$ cat src/rtl/alog_share_sched.sv
// alog_share_sched
//   Time-shares one combinational Q3.12 antilog converter among NREQ
//   requesters in the log-domain FLAF weight/update path. A start pulse arms
//   a frame mask. Each armed requester is granted once, in round-robin
//   order. Results pass through a 2-stage pipeline that honours output
//   backpressure. A done pulse marks the point where the frame is fully
//   drained.
//
// Ports
//   clk, rst         clock; synchronous active-high reset
//   start            one-cycle frame start (ignored while busy)
//   frame_mask       requesters to serve, sampled on an accepted start
//   busy, done       frame in progress / one-cycle end-of-frame pulse
//   req_valid        per-requester valid
//   req_ready        one-hot grant
//   req_data         packed signed Q3.12 log magnitudes, 18 bits each
//   req_sign         linear value is negative
//   req_zero         linear value is exactly zero
//   alog_data        converter input (stage-1 log value)
//   alog_adata       converter result (15-bit magnitude)
//   resp_valid/ready response handshake
//   resp_id          served requester index
//   resp_data        signed 16-bit linear result
module alog_share_sched #(
  parameter int NREQ = 4,
  parameter int IDW  = 2
) (
  input  logic                 clk,
  input  logic                 rst,
  input  logic                 start,
  input  logic [NREQ-1:0]      frame_mask,
  output logic                 busy,
  output logic                 done,
  input  logic [NREQ-1:0]      req_valid,
  output logic [NREQ-1:0]      req_ready,
  input  logic [NREQ*18-1:0]   req_data,
  input  logic [NREQ-1:0]      req_sign,
  input  logic [NREQ-1:0]      req_zero,
  output logic [17:0]          alog_data,
  input  logic [14:0]          alog_adata,
  output logic                 resp_valid,
  input  logic                 resp_ready,
  output logic [IDW-1:0]       resp_id,
  output logic [15:0]          resp_data
);

  localparam int DATA_W = 18;
  localparam int OUT_W  = 16;

  typedef enum logic [1:0] {IDLE, RUN, DRAIN} state_t;

  state_t                    state, state_nxt;
  logic [NREQ-1:0]           pending, pending_nxt, elig;
  logic [IDW-1:0]            ptr, gnt_id;
  logic                      gnt, advance, done_nxt;
  logic signed [DATA_W-1:0]  gnt_data;
  logic                      gnt_sign, gnt_zero;

  logic                      s1_valid;
  logic [IDW-1:0]            s1_id;
  logic signed [DATA_W-1:0]  s1_data;
  logic                      s1_sign, s1_zero;

  // Sign/zero application. The magnitude is at most 15 bits, so negation
  // cannot overflow 16 bits. Negative zero collapses to 0 naturally.
  function automatic logic signed [OUT_W-1:0] to_linear(
    input logic [14:0] adata,
    input logic        sgn,
    input logic        zro
  );
    logic signed [OUT_W-1:0] mag;
    mag = signed'({1'b0, adata});
    if (zro)      return '0;
    else if (sgn) return -mag;
    else          return mag;
  endfunction

  assign advance   = !resp_valid || resp_ready;
  assign busy      = (state != IDLE);
  assign alog_data = s1_data;

  // Round-robin pick. First search indices above ptr, then wrap to those
  // at or below it.
  always_comb begin
    gnt    = 1'b0;
    gnt_id = '0;
    elig   = pending & req_valid;
    if (state == RUN && advance) begin
      for (int i = 0; i < NREQ; i++)
        if (!gnt && elig[i] && IDW'(i) > ptr) begin
          gnt    = 1'b1;
          gnt_id = IDW'(i);
        end
      for (int i = 0; i < NREQ; i++)
        if (!gnt && elig[i] && IDW'(i) <= ptr) begin
          gnt    = 1'b1;
          gnt_id = IDW'(i);
        end
    end
  end

  always_comb begin
    req_ready = '0;
    gnt_data  = '0;
    gnt_sign  = 1'b0;
    gnt_zero  = 1'b0;
    for (int i = 0; i < NREQ; i++)
      if (gnt && gnt_id == IDW'(i)) begin
        req_ready[i] = 1'b1;
        gnt_data     = signed'(req_data[DATA_W*i +: DATA_W]);
        gnt_sign     = req_sign[i];
        gnt_zero     = req_zero[i];
      end
  end

  always_comb begin
    state_nxt   = state;
    pending_nxt = pending & ~req_ready;
    done_nxt    = 1'b0;
    case (state)
      IDLE:
        if (start) begin
          pending_nxt = frame_mask;
          state_nxt   = (frame_mask == '0) ? DRAIN : RUN;
        end
      RUN:
        if (pending_nxt == '0) state_nxt = DRAIN;
      DRAIN:
        if (!s1_valid && !resp_valid) begin
          state_nxt = IDLE;
          done_nxt  = 1'b1;
        end
      default: state_nxt = IDLE;
    endcase
  end

  always_ff @(posedge clk) begin
    if (rst) begin
      state      <= IDLE;
      pending    <= '0;
      ptr        <= IDW'(NREQ - 1);
      done       <= 1'b0;
      s1_valid   <= 1'b0;
      s1_id      <= '0;
      s1_data    <= '0;
      s1_sign    <= 1'b0;
      s1_zero    <= 1'b0;
      resp_valid <= 1'b0;
      resp_id    <= '0;
      resp_data  <= '0;
    end else begin
      state   <= state_nxt;
      pending <= pending_nxt;
      done    <= done_nxt;
      if (gnt) ptr <= gnt_id;
      if (advance) begin
        // grant -> stage 1
        s1_valid   <= gnt;
        s1_id      <= gnt_id;
        s1_data    <= gnt_data;
        s1_sign    <= gnt_sign;
        s1_zero    <= gnt_zero;
        // stage 1 + converter -> output
        resp_valid <= s1_valid;
        resp_id    <= s1_id;
        resp_data  <= to_linear(alog_adata, s1_sign, s1_zero);
      end
    end
  end

endmodule

$ cat config.mk
export PLATFORM = sky130hd
export DESIGN_NAME = alog_share_sched
export DESIGN_NICKNAME = d
export VERILOG_FILES = /design/src/rtl/alog_share_sched.sv
export SDC_FILE = /design/constraint.sdc
export NUM_CORES = 1
export LEC_CHECK = 0
export CELL_PAD_IN_SITES_DETAIL_PLACEMENT = 1
export CELL_PAD_IN_SITES_GLOBAL_PLACEMENT = 1
export CORE_ASPECT_RATIO = 1.4
export CORE_MARGIN = 5
export CORE_UTILIZATION = 31
export CTS_CLUSTER_DIAMETER = 30
export DETAILED_ROUTE_END_ITERATION = 6
export PLACE_DENSITY_LB_ADDON = 0.1
export SETUP_SLACK_MARGIN = 0.5
export SLEW_MARGIN = 20
export SYNTH_ARGS = -nofsm -noshare
export SYNTH_HDL_FRONTEND = slang
export SYNTH_SLANG_ARGS = --single-unit
$ cat constraint.sdc
create_clock -name clk -period 6 [get_ports clk]
set_input_delay 1.2 -clock clk [delete_from_list [all_inputs] [get_ports clk]]
set_output_delay 1.2 -clock clk [all_outputs]
set_load 0.05 [all_outputs]
==> results of run 1 <==
-- flip-flops by register name (all words and copies together), names as in the netlist --
register and count:
pending 4, state 2, s1_id 2, resp_data 16
done 1, resp_valid 1, alog_data 18, s1_sign 1
resp_id 2, s1_zero 1, s1_valid 1, ptr 2
-- cell usage in the layout, fill, tap and decap left out, drive strengths merged, types with 2 or more instances in the layout --
master / count
a211oi: 23
a21boi: 21
a21oi: 22
a221oi: 23
a22oi: 8
and2: 24
buf: 10
clkbuf: 6
clkdlybuf4s50: 145
dfxtp: 51
inv: 7
nand2: 31
nand2b: 3
nand3: 2
nand3b: 3
nor2: 46
nor2b: 4
nor3: 5
nor4: 3
o21a: 2
o21ai: 24
o31ai: 8
o41ai: 2
or2: 2
or3: 6
or4: 2
xnor2: 7
xor2: 6
-- per-layer routing --
metal / track usage / wire (um)
met5: 0 / 0
met4: 0.0807 / 404
met3: 0.0462 / 768
met2: 0.358 / 5880
met1: 0.210 / 4560
-- worst reg2reg max path: cells and delay by family (launching register included) --
family          cells  cell delay [ns]
compound gates      3             0.75
buf+inv             2             0.51
flops               1             0.38
simple gates        3             0.78
-- cell type report --
cell class | instances | share of cell area
Sequential cell | 51 | 0.212
Inverter | 7 | 0.00545
Multi-Input combinational cell | 289 | 0.394
Clock inverter | 2 | 0.00337
Tap cell | 135 | 0.0350
Clock buffer | 6 | 0.0288
Timing Repair Buffer | 155 | 0.321
-- worst max-delay path by stage --
stage                   endpoint  slack (ns)  cells after the start
floorplan           req_ready[0]        2.07                      5
global placement    req_ready[1]        1.37                      6
detailed placement  req_ready[1]        1.36                      6
CTS                 req_ready[1]        1.35                      6
global route        req_ready[1]        1.27                      6
finish              req_ready[1]        1.36                      6
-- metrics by stage --
stage / utilization / power, W / instances / cell area (um^2) / setup WS [ns]
after floorplan: - / 0.000498 / 381 / 3110 / 2.07
after CTS: 0.490 / 0.000926 / 645 / 4820 / 1.35
final: 0.490 / 0.000912 / 645 / 4820 / 1.36
after global routing: 0.490 / 0.000956 / 645 / 4820 / 1.27
after detailed placement: 0.474 / 0.000622 / 637 / 4670 / 1.36
after global placement: 0.474 / 0.000619 / 637 / 4670 / 1.37
-- power by group through the flow --
stage          Clock [W]  Combinational, W  Sequential [W]
2_1_floorplan          0         0.0000920        0.000406
3_3_place_gp           0          0.000245        0.000374
3_5_place_dp           0          0.000248        0.000374
4_1_cts         0.000310          0.000249        0.000367
5_1_grt         0.000321          0.000267        0.000369
6_report        0.000299          0.000246        0.000366
-- cells by family after synthesis --
group / Yosys count / synth area share
compound gates: 142 / 0.360
simple gates: 133 / 0.206
flops: 51 / 0.328
buf+inv: 41 / 0.0644
xor+xnor: 13 / 0.0366
fa+ha+maj: 1 / 0.00402
==> impl_metrics.tcl, run 1 <==
set metrics [dict create \
    crit-reg2reg-capture "alog_data[11]" \
    ant_nets 0 \
    gp_congestion 0.858 \
    syn2layout_area_growth_pct 55.0 \
    hp-class "reg -> reg" \
    min_to "resp_data[12]" \
    cts_setup_buffers 0 \
    final-seq-area_mm2 0.00102 \
    pwr-share-seq 0.402 \
    synth_area_leaders "dfxtp_1, a221oi_2, nor2_1" \
    grt_usage 0.195 \
    critPathSlowestCell "clkdlybuf4s50_1" \
    power.switching_w 0.000272 \
    port-buffer-count 149 \
    comb_power_share 0.270 \
    r2r_slack_ns 3.42 \
    yosysTopAreaCell "dfxtp_1" \
    start_util 0.316 \
    p_int_w 0.000640 \
    ys_ff_latch 51 \
    fin_nets 617 \
    vias 3345 \
    hold_buffers 0 \
    crit_chain "clkdlybuf4s50_1, nand2b_1, buf_4, nand2_1, a21oi_1, clkdlybuf4s50_1" \
    cp.required_ns 4.80 \
    end_kind "output port" \
    syn-cell-area_mm2 0.00311 \
    min_from "resp_data[12]" \
    r2r_start "pending[1]" \
    period_needed_ns 4.64 \
    grt_max_degree 52 \
    die_x_um 94.7 \
    min_path_cells 2 \
    routed_via_density 5.19 \
    synth_enable_flop_cells 0 \
    drc 0 \
    n_fill_cell 1159 \
    finalSetupViolCount 0 \
    ctsLongestPathBuffers 2 \
    cts_buffers 5 \
    htreeDepth 2 \
    fp.coreArea_mm2 0.00985 \
    fin_setup_tns_ns 0 \
    reg2reg_depth 8 \
    skew_ns 0.00442 \
    row_count 43 \
    synthArstFlopShare 0 \
    grt.overflow.total 0 \
    cts_resized 0 \
    grt_antenna_before_repair 0 \
    rsz0062_at_grt "false" \
    clk_latency_ns 0.29 \
    multiInputGateArea_mm2 0.00190 \
    postRouteWirelength_um 11600 \
    grt_pass1_wl_um 18500 \
    critPathLaunch "resp_ready" \
    hold_viol 0 \
    routedWlPerCell_um 18.0 \
    synthCells 381 \
    worstPathArrival_ns 3.44 \
    tightest_slew_ns 0.999 \
    critPathMaxStageDelay_ns 0.87 \
    dp_hpwl_um 8790 \
    io_pins 150 \
    drive_gt1_frac 0.0882 \
    yosysUniqueCellTypes 46 \
    peakVddDrop_mv 0.101 \
    cp_num_buf_inv 3 \
    ys.flop_type "dfxtp_1" \
    worstSetupPathType "in -> out" \
    status "finished clean" \
    die_y_um 129 \
    first_global_vias 3687 \
    holdWs_ns 0.456 \
    p_sw_frac 0.299 \
    syn_area_per_cell_um2 8.16 \
    maxCapViolations 0 \
    cts_num_sinks 51 \
    maxClockFrequency_mhz 216 \
    synth_top_area_frac 0.328 \
    fin_crit_sh 0.773 \
    clk_pin_slew_ns 0.07 \
    path_common_cell "clkdlybuf4s50_1" \
    ys_warn_count 0 \
    synthTopCellsByCount "dfxtp_1, nor2_1, nand2_1" \
    cts_tree "done" \
    crit_path_start_kind "input port" \
    slew_headroom 0.334 \
    power.density_mw_per_mm2 189 \
    dieArea_mm2 0.0122 \
    cts_root_buf "clkbuf_16" \
    path_max_fanout 25 \
    yosysMostFrequentCell "dfxtp_1" \
    syn_nets 489 \
    insertedDiodeCount 0 \
    crit_family "buffers and inverters" \
    p_leak_nw 1.75 \
    drt_first_pass_iters 4 \
    slew_viol_final 0 \
    clock_power_share 0.328 \
    yosysSeqAreaShare 0.328 \
    first_iter_violations 81 \
]
Power figures use the tool's default switching activity.
==> run 2: changes to the inputs <==
--- a/config.mk
+++ b/config.mk
@@ -9,7 +9,7 @@
 export CELL_PAD_IN_SITES_GLOBAL_PLACEMENT = 1
 export CORE_ASPECT_RATIO = 1.4
 export CORE_MARGIN = 5
-export CORE_UTILIZATION = 31
+export CORE_UTILIZATION = 29
 export CTS_CLUSTER_DIAMETER = 30
 export DETAILED_ROUTE_END_ITERATION = 6
 export PLACE_DENSITY_LB_ADDON = 0.1
==> constraint.sdc (replaced) <==
create_clock -name clk -period 4.45 [get_ports clk]
set_input_delay 0.89 -clock clk [delete_from_list [all_inputs] [get_ports clk]]
set_output_delay 0.89 -clock clk [all_outputs]
set_load 0.05 [all_outputs]
==> run 2 against run 1 <==
Routed wire length is 3.1% higher. Cell area is 1.3% higher. Sequential share of layout area is 0.27 points lower. Cell count is 0.62% higher. Utilization is 2.3 points lower. Sequential cell count stayed put. Critical path depth stayed put. Die area is 6.3% higher. Critical path type unchanged. Highest routed layer unchanged.
==> impl_metrics.tcl, run 2 (synthesis gave the netlist of run 1 again) <==
set metrics [dict create \
    crit_path_start_kind "input port" \
    fin_setup_tns_ns 0 \
    grt.overflow.total 0 \
    slew_viol_final 0 \
    routed_via_density 5.22 \
    path_max_fanout 13 \
    p_leak_nw 1.77 \
    hold_buffers 0 \
    cp.required_ns 3.56 \
    ant_nets 0 \
    peakVddDrop_mv 0.134 \
    first_global_vias 3680 \
    critPathLaunch "req_valid[1]" \
    cts_setup_buffers 0 \
    layout_common_cells "clkdlybuf4s50_1, dfxtp_1, nor2_1, nand2_1, and2_1" \
    pwr-share-seq 0.388 \
    htreeDepth 2 \
    cts_buffers 5 \
    clk_pin_slew_ns 0.07 \
    p_total_w 0.00127 \
    grt_max_degree 52 \
    fin_nets 618 \
    dp_hpwl_um 8920 \
    clock_power_share 0.349 \
    hp-class "reg -> reg" \
    fp.coreArea_mm2 0.0105 \
    insertedDiodeCount 0 \
    skew_ns 0.00723 \
    grt_pass1_wl_um 19300 \
    ctsLongestPathBuffers 2 \
    period_needed_ns 3.64 \
    cts_tree "done" \
    comb_power_share 0.263 \
    postRouteWirelength_um 12000 \
    status "finished clean" \
    worstSetupPathType "in -> out" \
    row_count 44 \
    drc 0 \
    min_from "resp_id[1]" \
    maxCapViolations 0 \
    syn2layout_area_growth_pct 57.0 \
    grt_antenna_before_repair 0 \
    drt_first_pass_iters 4 \
    slew_headroom 0.326 \
    largest_register_ffs 18 \
    drive_gt1_frac 0.0939 \
    critPathMaxStageDelay_ns 0.45 \
    r2r_start "pending[1]" \
    cts_root_buf "clkbuf_16" \
    grt_usage 0.183 \
    final_common_cell "clkdlybuf4s50_1" \
    start_util 0.297 \
    worstPathArrival_ns 2.75 \
    routedWlPerCell_um 18.4 \
    p_sw_frac 0.290 \
    first_iter_violations 71 \
    critPathSlowestCell "clkdlybuf4s50_1" \
    die_y_um 133 \
    power.density_mw_per_mm2 261 \
    cts_resized 0 \
    power.switching_w 0.000370 \
    fin_crit_sh 0.817 \
    p_int_w 0.000905 \
    n_fill_cell 1240 \
    hold_viol 0 \
    maxClockFrequency_mhz 275 \
    gp_congestion 0.826 \
    finalSetupViolCount 0 \
    rsz0062_at_grt "false" \
    die_x_um 97.5 \
    crit_chain "clkdlybuf4s50_1, and2_1, nand3_1, a32o_1, a21oi_1, buf_12" \
    clk_latency_ns 0.29 \
    cts_num_sinks 51 \
    port-buffer-count 149 \
    end_kind "output port" \
    vias 3385 \
    io_pins 150 \
    dieArea_mm2 0.0129 \
    tightest_slew_ns 1.01 \
]
[run 2: routing by layer]
| layer | track usage | wire length, um |
|---|---|---|
| met1 | 0.196 | 4600 |
| met2 | 0.334 | 6180 |
| met3 | 0.0616 | 905 |
| met4 | 0.0593 | 295 |
| met5 | 0 | 0 |
[run 2: worst max-delay path, delay by kind of cell]
| kind | cells | cell delay (ns) |
|---|---|---|
| and+or+nand+nor | 2 | 0.49 |
| buffers and inverters | 2 | 0.63 |
| AOI/OAI and AO/OA | 2 | 0.73 |
[run 2: path summary, 6_finish.rpt]
kind / to / slack [ns] / depth (start not counted)
worst max-delay path: req_ready[0] / 0.81 / 6
worst min-delay path: resp_id[1] / 0.46 / 2
worst max register to register: alog_data[10] / 1.97 / 7
worst min register to register: resp_id[1] / 0.46 / 2
[run 2: final cells by class]
type	instances	area (um^2)	share of cell area
Clock inverter	3	43.8	0.00897
Sequential cell	51	1020	0.209
Tap cell	138	173	0.0354
Timing Repair Buffer	156	1590	0.326
Inverter	7	26.3	0.00538
Multi-Input combinational cell	289	1900	0.390
Clock buffer	5	125	0.0256
[run 2: power by group through the flow]
stage / logic, W / clock network, W / registers [W]
finish: 0.000336 / 0.000445 / 0.000494
global route: 0.000362 / 0.000478 / 0.000497
CTS: 0.000339 / 0.000459 / 0.000494
detailed placement: 0.000338 / 0 / 0.000504
global placement: 0.000334 / 0 / 0.000504
floorplan: 0.000124 / 0 / 0.000547
[run 2: metrics by stage]
step	std cells	hold WS [ns]	setup slack (ns)	util	instance area (um^2)
after floorplan	381	0.437	1.14	-	3110
after global placement	641	0.445	0.876	0.451	4710
after detailed placement	641	0.458	0.835	0.451	4710
after CTS	649	0.468	0.826	0.467	4880
after global routing	649	0.478	0.657	0.467	4880
final	649	0.458	0.814	0.467	4880
